`src/rtl/mem_arb_pkg.sv`:
```
// Shared types and defaults for the data-memory port arbiter.
package mem_arb_pkg;

   typedef enum logic [1:0] {
      S_IDLE  = 2'd0,
      S_ISSUE = 2'd1,
      S_WAIT  = 2'd2,
      S_DONE  = 2'd3
   } stateT;

   localparam logic OWNER_PIPE = 1'b0;
   localparam logic OWNER_LD   = 1'b1;

   localparam int DEF_MEM_LAT    = 2;
   localparam int DEF_STARVE_MAX = 4;

endpackage

```
`src/rtl/mem_arb_starve_ctr.sv`:
```
// Saturating count of arbitrations the loader has lost in a row.
module mem_arb_starve_ctr
   import mem_arb_pkg::*;
#(
   parameter int STARVE_MAX = DEF_STARVE_MAX,
   parameter int CNT_W      = $clog2(STARVE_MAX + 1)
) (
   input  logic             Clk,
   input  logic             Rst,
   input  logic             inc,
   input  logic             clr,
   output logic             hit,
   output logic [CNT_W-1:0] cnt
);

   assign hit = (cnt == CNT_W'(STARVE_MAX));

   always_ff @(posedge Clk or negedge Rst) begin
      if (!Rst) begin
         cnt <= '0;
      end else if (clr) begin
         cnt <= '0;
      end else if (inc && !hit) begin
         cnt <= cnt + 1'b1;
      end
   end

endmodule

```
`src/rtl/mem_port_arbiter.sv`:
```
// Single-ported data memory shared between the MEM stage and the loader/debug port,
// one transaction at a time through IDLE -> ISSUE -> (WAIT) -> DONE.
module mem_port_arbiter
   import mem_arb_pkg::*;
#(
   parameter int ADDR_W     = 32,
   parameter int DATA_W     = 32,
   parameter int MEM_LAT    = DEF_MEM_LAT,
   parameter int STARVE_MAX = DEF_STARVE_MAX
) (
   input  logic                             Clk,
   input  logic                             Rst,
   input  logic                             PipeReq,
   input  logic                             PipeWe,
   input  logic [ADDR_W-1:0]                PipeAddr,
   input  logic [DATA_W-1:0]                PipeWData,
   output logic [DATA_W-1:0]                PipeRData,
   output logic                             PipeStall,
   input  logic                             LdReq,
   input  logic                             LdWe,
   input  logic [ADDR_W-1:0]                LdAddr,
   input  logic [DATA_W-1:0]                LdWData,
   output logic                             LdGnt,
   output logic [DATA_W-1:0]                LdRData,
   output logic                             LdRValid,
   output logic                             MemEn,
   output logic                             MemWe,
   output logic [ADDR_W-1:0]                MemAddr,
   output logic [DATA_W-1:0]                MemWData,
   input  logic [DATA_W-1:0]                MemRData,
   output stateT                            DbgState,
   output logic [$clog2(STARVE_MAX+1)-1:0]  DbgStarveCnt
);

   localparam int CNT_W = $clog2(STARVE_MAX + 1);
   localparam int LAT_W = $clog2(MEM_LAT + 1);

   stateT             state;
   logic              owner;
   logic              latWe;
   logic [ADDR_W-1:0] latAddr;
   logic [DATA_W-1:0] latWData;
   logic [DATA_W-1:0] rdReg;
   logic [LAT_W-1:0]  waitCnt;
   logic              memEnQ;
   logic              memWeQ;
   logic              ldRValidQ;

   logic             starveHit;
   logic [CNT_W-1:0] starveCnt;
   logic             ldWins;
   logic             pipeWins;
   logic             inIdle;

   // Loader handshake: LdReq is a level held until LdGnt; LdGnt is a one-cycle
   // pulse in the IDLE cycle that accepts the request (never while in reset).
   assign inIdle   = Rst && (state == S_IDLE);
   assign ldWins   = inIdle && LdReq && (!PipeReq || starveHit);
   assign pipeWins = inIdle && PipeReq && !ldWins;

   mem_arb_starve_ctr #(
      .STARVE_MAX(STARVE_MAX),
      .CNT_W     (CNT_W)
   ) uStarve (
      .Clk(Clk),
      .Rst(Rst),
      .inc(pipeWins && LdReq),
      .clr(ldWins),
      .hit(starveHit),
      .cnt(starveCnt)
   );

   always_ff @(posedge Clk or negedge Rst) begin
      if (!Rst) begin
         state     <= S_IDLE;
         owner     <= OWNER_PIPE;
         latWe     <= 1'b0;
         latAddr   <= '0;
         latWData  <= '0;
         rdReg     <= '0;
         waitCnt   <= '0;
         memEnQ    <= 1'b0;
         memWeQ    <= 1'b0;
         ldRValidQ <= 1'b0;
      end else begin
         case (state)
            S_IDLE: begin
               if (ldWins) begin
                  owner    <= OWNER_LD;
                  latWe    <= LdWe;
                  latAddr  <= LdAddr;
                  latWData <= LdWData;
                  memEnQ   <= 1'b1;
                  memWeQ   <= LdWe;
                  state    <= S_ISSUE;
               end else if (pipeWins) begin
                  owner    <= OWNER_PIPE;
                  latWe    <= PipeWe;
                  latAddr  <= PipeAddr;
                  latWData <= PipeWData;
                  memEnQ   <= 1'b1;
                  memWeQ   <= PipeWe;
                  state    <= S_ISSUE;
               end
            end
            S_ISSUE: begin
               memEnQ  <= 1'b0;
               memWeQ  <= 1'b0;
               waitCnt <= LAT_W'(MEM_LAT - 1);
               state   <= latWe ? S_DONE : S_WAIT;
            end
            S_WAIT: begin
               // Data is sampled on the edge that closes the last latency cycle.
               if (waitCnt == '0) begin
                  rdReg     <= MemRData;
                  ldRValidQ <= (owner == OWNER_LD);
                  state     <= S_DONE;
               end else begin
                  waitCnt <= waitCnt - 1'b1;
               end
            end
            S_DONE: begin
               ldRValidQ <= 1'b0;
               state     <= S_IDLE;
            end
            default: state <= S_IDLE;
         endcase
      end
   end

   assign PipeStall    = PipeReq && !((state == S_DONE) && (owner == OWNER_PIPE));
   assign PipeRData    = rdReg;
   assign LdRData      = rdReg;
   assign LdGnt        = ldWins;
   assign LdRValid     = ldRValidQ;
   assign MemEn        = memEnQ;
   assign MemWe        = memWeQ;
   assign MemAddr      = latAddr;
   assign MemWData     = latWData;
   assign DbgState     = state;
   assign DbgStarveCnt = starveCnt;

endmodule

```
`config.mk`:
```
export PLATFORM = sky130hd
export DESIGN_NAME = mem_port_arbiter
export DESIGN_NICKNAME = d
export VERILOG_FILES = /design/src/rtl/mem_arb_pkg.sv /design/src/rtl/mem_arb_starve_ctr.sv /design/src/rtl/mem_port_arbiter.sv
export SDC_FILE = /design/constraint.sdc
export NUM_CORES = 1
export LEC_CHECK = 0
export BUFFER_PORTS_ARGS = -buffer_cell sky130_fd_sc_hd__buf_2
export CORE_MARGIN = 8
export CORE_UTILIZATION = 41
export CTS_BUF_LIST = sky130_fd_sc_hd__clkbuf_8
export CTS_CLUSTER_DIAMETER = 200
export DETAILED_ROUTE_END_ITERATION = 12
export GPL_TIMING_DRIVEN = 0
export PLACE_DENSITY = 0.78
export REMOVE_ABC_BUFFERS = 1
export SYNTH_ARGS = -nofsm -noshare
export SYNTH_HDL_FRONTEND = slang
export SYNTH_HIERARCHICAL = 1
export SYNTH_SLANG_ARGS = --single-unit
```
`constraint.sdc`:
```
create_clock -name Clk -period 2.1 [get_ports Clk]
set_input_delay 0.525 -clock Clk [delete_from_list [all_inputs] [get_ports Clk]]
set_output_delay 0.525 -clock Clk [all_outputs]
set_load 0.03 [all_outputs]
```
# Yosys cells after proc, flatten, opt, wreduce, memory -nomap -nowiden
# Index checks and enable logic that the tools add are counted.
dict set report word_totals {
  register_bits 108
  input_bits 166
  out_inout_bits 138
  wordCells 71
}
dict set report op_classes {
  addsub 2
  eq_ne 7
  muxes 23
  n_bitwise 1
  n_reduce_logical 27
}
# cell n
set op_table {}
lappend op_table {{$mux W32} 4}
lappend op_table {{$reduce_and A2 Y1} 6}
lappend op_table {{$reduce_bool A2 Y1} 5}
lappend op_table {{$logic_and A1 B1 Y1} 9}
lappend op_table {{$mux W1} 8}
lappend op_table {{$mux W2} 4}
lappend op_table {{$pmux W2 S4} 1}
lappend op_table {{$mux W3} 2}
lappend op_table {{$pmux W1 S2} 3}
lappend op_table {{$eq A2 B2 Y1 const B} 2}
lappend op_table {{$logic_not A1 Y1} 4}
lappend op_table {{$logic_not A2 Y1} 2}
lappend op_table {{$ne A2 B2 Y1 const B} 2}
lappend op_table {{$pmux W2 S2} 1}
lappend op_table {{$add A3 B1 Y3 const B} 1}
lappend op_table {{$eq A3 B3 Y1 const B} 1}
lappend op_table {{$ne A3 B3 Y1 const B} 1}
lappend op_table {{$eq A2 B1 Y1 const B} 1}
lappend op_table {{$sub A2 B1 Y2 const B} 1}
lappend op_table {{$logic_or A1 B1 Y1} 1}
lappend op_table {{$not A1 Y1} 1}

# Depth between registers and ports, before layout
# Gate-level depths: netlist of run 1.
dict set report depth {
  depth_word 10
  depth_mapped 9
  ltp_nobuf 7
}

# Cells and area by module
# The synthesis of run 1 kept the hierarchy.
# mod instances cells_each area_each_um2 seq_area_each_um2
set by_module_without_submodules {}
lappend by_module_without_submodules {mem_port_arbiter 1 521 5108.6 2627.5}
lappend by_module_without_submodules {mem_arb_starve_ctr 1 18 192.7 75.1}

# Worst setup path before layout of run 1
# OpenSTA, ideal clock, no wires.
dict set report synth_timing {
  kind {flip-flop to output port}
  startpoint {register uStarve.cnt[0]}
  endpoint {output LdGnt}
  t_arrival_ps 1866
  t_required_ps 1575
  setup_slack_ps -291
  stages_incl_launch_ff 7
  path_cell_list {dfrtp_1 inv_1 ha_1 and2_1 and2b_1 buf_2 nor2_1}
}
dict set report synth_between {
  elab_chain_len 3
}
# element line_no
set synth_lines {}
lappend synth_lines {{start: declaration} mem_arb_starve_ctr.sv:13} ;# output logic [CNT_W-1:0] cnt
lappend synth_lines {{start signal: assignment} mem_arb_starve_ctr.sv:24} ;# cnt <= cnt + 1'b1;
lappend synth_lines {{$eq A3 B3 Y1} mem_arb_starve_ctr.sv:16} ;# assign hit = (cnt == CNT_W'(STARVE_MAX));
lappend synth_lines {{via starveHit} mem_port_arbiter.sv:49} ;# logic starveHit;
lappend synth_lines {{$logic_or A1 B1 Y1} mem_port_arbiter.sv:58} ;# assign ldWins = inIdle && LdReq && (!PipeReq || starveHit);
lappend synth_lines {{$logic_and A1 B1 Y1} mem_port_arbiter.sv:58}
lappend synth_lines {{end: declaration} mem_port_arbiter.sv:23} ;# output logic LdGnt,
# The timed path passes the listed nets, and every way through them passes these cells.

# Final worst setup path of run 1
# Ends and elaborated chain as after synthesis.

==> results.cfg, run 1 <==
[run_status]
run_status = finished with violations
violations = negative setup slack

[die]
core_area_um2 = 12600
die-area_um2 = 16800
die_h_um = 130
start_util = 0.420
pin_count = 304
die-width_um = 130
fp-row-count = 41

[cts]
clock_latency_ns = 0.38
h-tree-depth = 3
cts_buffers = 9
clk_pin_slew_ns = 0.10
tritoncts = built
clockBufferDepth = 2
cts-root-buf = clkbuf_8
cts.sinks = 108

[layout]
nNetsFinal = 968
area_growth_pct = 33.4
drive_above_1_share = 0.486
fin_util = 0.560
stdcell_area_um2 = 7070

[global_routing]
grt_pass1_vias = 5347
track_usage = 0.221
grt_pass1_wl_um = 28700
antenna_found_initial = 0
grt_max_degree = 72
grt_overflow = 0

[sta]
grt_setup_unrepaired = yes
period_share = 1.04
max_freq_mhz = 456
period_needed_ns = 2.19
finalSetupTns_ns = -0.0931
max_slew_margin = 0.436
tightestPinTransition_ns = 0.846
finalSetupViolations = 1
finalMaxSlewViolations = 0
postLayoutSetupSlackWorst_ns = -0.0931
hold_violations = 0
skew_ns = 0.0127

[setup_path]
worstSetupPathType = register to primary output
rr_endpoint = MemWData[29]
rrSetupSlack_ns = 0.03
critPathMaxFanout = 4
arrival_ns = 1.67
critPathCapture = LdGnt
crit_required_ns = 1.57
startpoint = uStarve/cnt[0]
end_kind = primary output
start_kind = register
reg2regPathDepth = 6
reg2reg_from = DbgState[0]

[drt]
wl_um = 19500
drc_errors = 0
wire_per_inst_um = 20.0
ant_nets = 0
via_per_inst = 5.34
drtIter0Drc = 346
dr.pass1.iters = 5
via_count = 5197

[power]
p_per_area_nw_per_um2 = 1720
power_uw = 12200
peakVddDrop_mv = 0.719
leakagePower_uw = 0.00341

[logic_synthesis]
synth_top_area_share = 0.510
synthTopCellsByArea = dfrtp_1, a31oi_1, mux2_2
synth_area_um2 = 5300
synth_cell_types = 38
yosys.area.top_type = dfrtp_1
postSynthAreaPerCell_um2 = 9.84
synthCells = 539
seq_area_frac_synth = 0.510
ys_seq_elements = 108
ys_warn_count = 6

[placement]
place_ws_ns = -1.61
placed_cell_area_um2 = 6680
portBuffers = 303
gp_congestion = 0.784
place_hpwl_um = 13300

[worst_hold_path]
min_path_type = primary input to async pin

[run]
maxCapViolations = 0
==> layout by cell type, fill, tap and decap left out, types with 2 or more instances in the layout <==
cell type and instances:
ha_1 5, o21ai_1 8, o21ai_0 60, buf_2 300, o22ai_1 2, buf_6 2, mux2_2 33, inv_2 4
a21boi_0 2, nand2_1 3, buf_4 11, clkbuf_8 10, dfrtp_2 2, a21oi_1 66, a31oi_1 65, buf_12 5
nor2_1 71, dfrtp_1 106, nand2b_1 3, inv_1 6, ha_4 2, nand3_4 2
==> sequential cells by signal, indices dropped and copies added (netlist names) <==
signal,cells
DbgState,2
LdRData,32
LdRValid,1
MemAddr,32
MemEn,1
MemWData,32
MemWe,1
latWe,1
owner,1
uStarve/cnt,3
waitCnt,2
==> synth_stat cells <==
cell and number:
ha_1 7, and2b_1 1, mux2_2 33, clkbuf_1 13, and4b_1 1, mux2i_1 1, nand2_1 4, buf_1 2
inv_1 9, nand3_1 1, o211a_1 2, o21ai_1 8, nor2_1 72, and3_1 1, clkbuf_2 2, nand4_1 1
o221ai_1 1, nor2b_1 1, nand2b_1 4, buf_4 35, a31oi_1 65, o22a_1 1, buf_6 8, dfrtp_1 108
o31ai_1 1, o22ai_1 2, a221o_1 1, o21ai_0 60, mux2_4 1, a21boi_0 2, buf_2 18, a22o_1 1
nand3_2 1, a21oi_1 66, o211ai_2 1, and2_1 2, nor3_1 1, a21boi_2 1
==> final cells by class <==
cell class | count | area (µm²)
Antenna cell | 1 | 2.50
Clock buffer | 10 | 138
Clock inverter | 6 | 63.8
Fill cell | 1153 | 5550
Inverter | 9 | 33.8
Multi-Input combinational cell | 348 | 2180
Sequential cell | 108 | 2710
Tap cell | 172 | 215
Timing Repair Buffer | 319 | 1730
==> metrics by stage <==
| stage | hold slack (ns) | std cells |
|---|---|---|
| 6_report | 0.0706 | 973 |
| 5_1_grt | 0.0844 | 972 |
| 4_1_cts | 0.0627 | 966 |
| 3_5_place_dp | 0.470 | 942 |
| 3_3_place_gp | 0.473 | 936 |
| 2_1_floorplan | 0.229 | 461 |
==> worst max-delay path: stages (launching register included) <==
cell and delay (ns):
dfrtp_1 0.42, inv_2 0.08, ha_4 0.16, and2_4 0.18
and2b_4 0.21, nor2_4 0.11, buf_6 0.14
==> power by group <==
part	internal [µW]	total, µW	leakage, µW	switching [µW]
registers	3120	3750	0.00123	634
logic	2220	7110	0.00207	4880
clock network	585	1320	0.000104	733
==> cells by family (layout without fill, tap and decap cells) <==
| kind of cell | after synthesis | after routing | share of synthesized area |
|---|---|---|---|
| adder cells (fa/ha/maj) | 7 | 7 | 0.0165 |
| AO/OA/AOI/OAI | 212 | 212 | 0.225 |
| buffers and inverters | 87 | 344 | 0.102 |
| multiplexers | 35 | 35 | 0.0748 |
| AND/OR/NAND/NOR | 90 | 94 | 0.0715 |
| other | 0 | 1 | 0 |
| flip-flops | 108 | 108 | 0.510 |
==> metal layers <==
metal | share of wire | global-route usage
met3 | 0.11 | 0.0681
met5 | 0 | 0
met4 | 0.027 | 0.106
met2 | 0.49 | 0.377
met1 | 0.37 | 0.249
==> timing repair <==
| action | in CTS | in global routing |
|---|---|---|
| gates cloned | 4 | 0 |
| pin swaps | 3 | 1 |
| hold buffers | 0 | 0 |
| gates resized for setup | 16 | 7 |
| setup endpoints to repair | 105 | 63 |
| setup buffers | 4 | 6 |
==> worst min path at each step <==
stage	start	to	slack, ns	depth (start not counted)
6_report	Rst	MemAddr[11]	0.07	1
5_1_grt	Rst	MemAddr[11]	0.08	1
4_1_cts	Rst	MemAddr[11]	0.06	1
3_5_place_dp	Rst	MemAddr[26]	0.47	1
3_3_place_gp	MemEn	MemEn	0.47	2
2_1_floorplan	Rst	DbgState[0]	0.23	0
No activity file was read; power rests on OpenSTA's default activity.
==> inputs of run 2 (changes only) <==
--- a/config.mk
+++ b/config.mk
@@ -6,13 +6,16 @@
 export NUM_CORES = 1
 export LEC_CHECK = 0
 export BUFFER_PORTS_ARGS = -buffer_cell sky130_fd_sc_hd__buf_2
+export CELL_PAD_IN_SITES_DETAIL_PLACEMENT = 1
+export CELL_PAD_IN_SITES_GLOBAL_PLACEMENT = 2
+export CORE_ASPECT_RATIO = 0.6
 export CORE_MARGIN = 8
-export CORE_UTILIZATION = 41
+export CORE_UTILIZATION = 23
 export CTS_BUF_LIST = sky130_fd_sc_hd__clkbuf_8
 export CTS_CLUSTER_DIAMETER = 200
 export DETAILED_ROUTE_END_ITERATION = 12
 export GPL_TIMING_DRIVEN = 0
-export PLACE_DENSITY = 0.78
+export PLACE_DENSITY_LB_ADDON = 0.1
 export REMOVE_ABC_BUFFERS = 1
 export SYNTH_ARGS = -nofsm -noshare
 export SYNTH_HDL_FRONTEND = slang
==> results.cfg, run 2 (same netlist as run 1, synthesis figures left out) <==
[run_status]
run_status = finished with violations
violations = negative setup slack

[layout]
drive_above_1_share = 0.500
final_common_cell = buf_2
nNetsFinal = 978
nFillCells = 2700
fin_util = 0.322
finalNonFillerCells = 1128
area_growth_pct = 38.7
most-common-layout-cells = buf_2, dfrtp_1, nor2_1

[global_routing]
antenna_found_initial = 9
grt_pass1_vias = 5859
grt_pass1_wl_um = 37300
grt_overflow = 0
grt_max_degree = 73
track_usage = 0.172

[drt]
wl_um = 25200
dr.pass1.iters = 4
drtIter0Drc = 160
ant_nets = 0
via_count = 5230
wire_per_inst_um = 22.3
drc_errors = 0
via_per_inst = 4.64

[sta]
grt_setup_unrepaired = yes
max_freq_mhz = 448
max_slew_margin = 0.431
finalSetupViolations = 1
tightestPinTransition_ns = 0.853
skew_ns = 0.0101
postLayoutSetupSlackWorst_ns = -0.130
finalMaxSlewViolations = 0
period_needed_ns = 2.23
hold_ws_ns = 0.0439
hold_violations = 0
period_share = 1.06

[die]
start_util = 0.232
pin_count = 304
die-area_um2 = 28300
fp-row-count = 43
die_h_um = 134
core_area_um2 = 22900
die-width_um = 212

[placement]
place_hpwl_um = 16000
dpl.cell_count = 1084
portBuffers = 303
gp_congestion = 0.748

[setup_path]
worstSetupPathType = register to primary output
arrival_ns = 1.70
critPathMaxFanout = 4
end_kind = primary output
start_kind = register
crit_required_ns = 1.57

[cts]
cts_buffers = 9
ctsHoldBuffers = 0
clock_latency_ns = 0.41
h-tree-depth = 3
clockBufferDepth = 2
clk_pin_slew_ns = 0.11
cts-root-buf = clkbuf_8
cts.sinks = 108
tritoncts = built

[power]
peakVddDrop_mv = 0.448
power_uw = 12400
p_per_area_nw_per_um2 = 1680
leakagePower_uw = 0.00347

[worst_hold_path]
min_path_type = primary input to async pin

[run]
maxCapViolations = 0
[run 2: cell type report]
| class | instances | area [µm²] | area share |
|---|---|---|---|
| Tap cell | 315 | 394 | 0.0536 |
| Clock buffer | 11 | 151 | 0.0206 |
| Inverter | 9 | 33.8 | 0.00459 |
| Timing Repair Buffer | 327 | 1810 | 0.246 |
| Clock inverter | 5 | 28.8 | 0.00391 |
| Sequential cell | 108 | 2710 | 0.368 |
| Antenna cell | 3 | 7.51 | 0.00102 |
| Multi-Input combinational cell | 350 | 2220 | 0.303 |
[run 2: per-stage QoR]
stage / setup TNS (ns) / cell area (µm²) / worst slack (ns)
global route: -1.65 / 7350 / -0.205
detailed placement: -38.51 / 6850 / -1.20
global placement: -441.46 / 6700 / -4.64
floorplan: -41.35 / 4790 / -0.888
CTS: -2.04 / 7200 / -0.324
finish: -0.130 / 7350 / -0.130
[run 2: path summary, 6_finish.rpt]
path	to	startpoint	cells past startpoint	slack, ns
setup / recovery	LdGnt	uStarve/cnt[0]	6	-0.13
hold / removal	LdRData[24]	Rst	1	0.04
setup reg to reg	MemAddr[15]	DbgState[1]	6	0.05
hold reg to reg	waitCnt[0]	waitCnt[0]	1	0.52
max in group asynchronous	MemAddr[13]	Rst	2	1.29
min in group Clk	LdRData[21]	MemRData[21]	2	0.34
[run 2: routing by layer]
metal  GRT usage  vias to the layer above  routed length (µm)  share of wire
li1            -                     2439                   -              -
met1       0.210                     2617               10800           0.43
met2       0.283                      132               12200           0.48
met3      0.0699                       28                1870          0.074
met4      0.0342                       14                 224         0.0089
met5           0                        -                  91         0.0036
[run 2: worst max-delay path: stages (launching register included)]
cell	delay (ns)
dfrtp_2	0.45
inv_2	0.08
ha_4	0.14
and2_4	0.14
and2b_4	0.20
nor2_4	0.15
buf_6	0.15
[run 2: timing repair]
| action | CTS | global route |
|---|---|---|
| gates resized for setup | 22 | 10 |
| pin swaps | 29 | 3 |
| gates cloned | 5 | 2 |
| setup endpoints to repair | 106 | 102 |
| setup buffers | 5 | 14 |
[run 2: report_power, final]
part	internal [µW]	switching, µW
Sequential	3120	652
Combinational	2330	4990
Clock	490	784
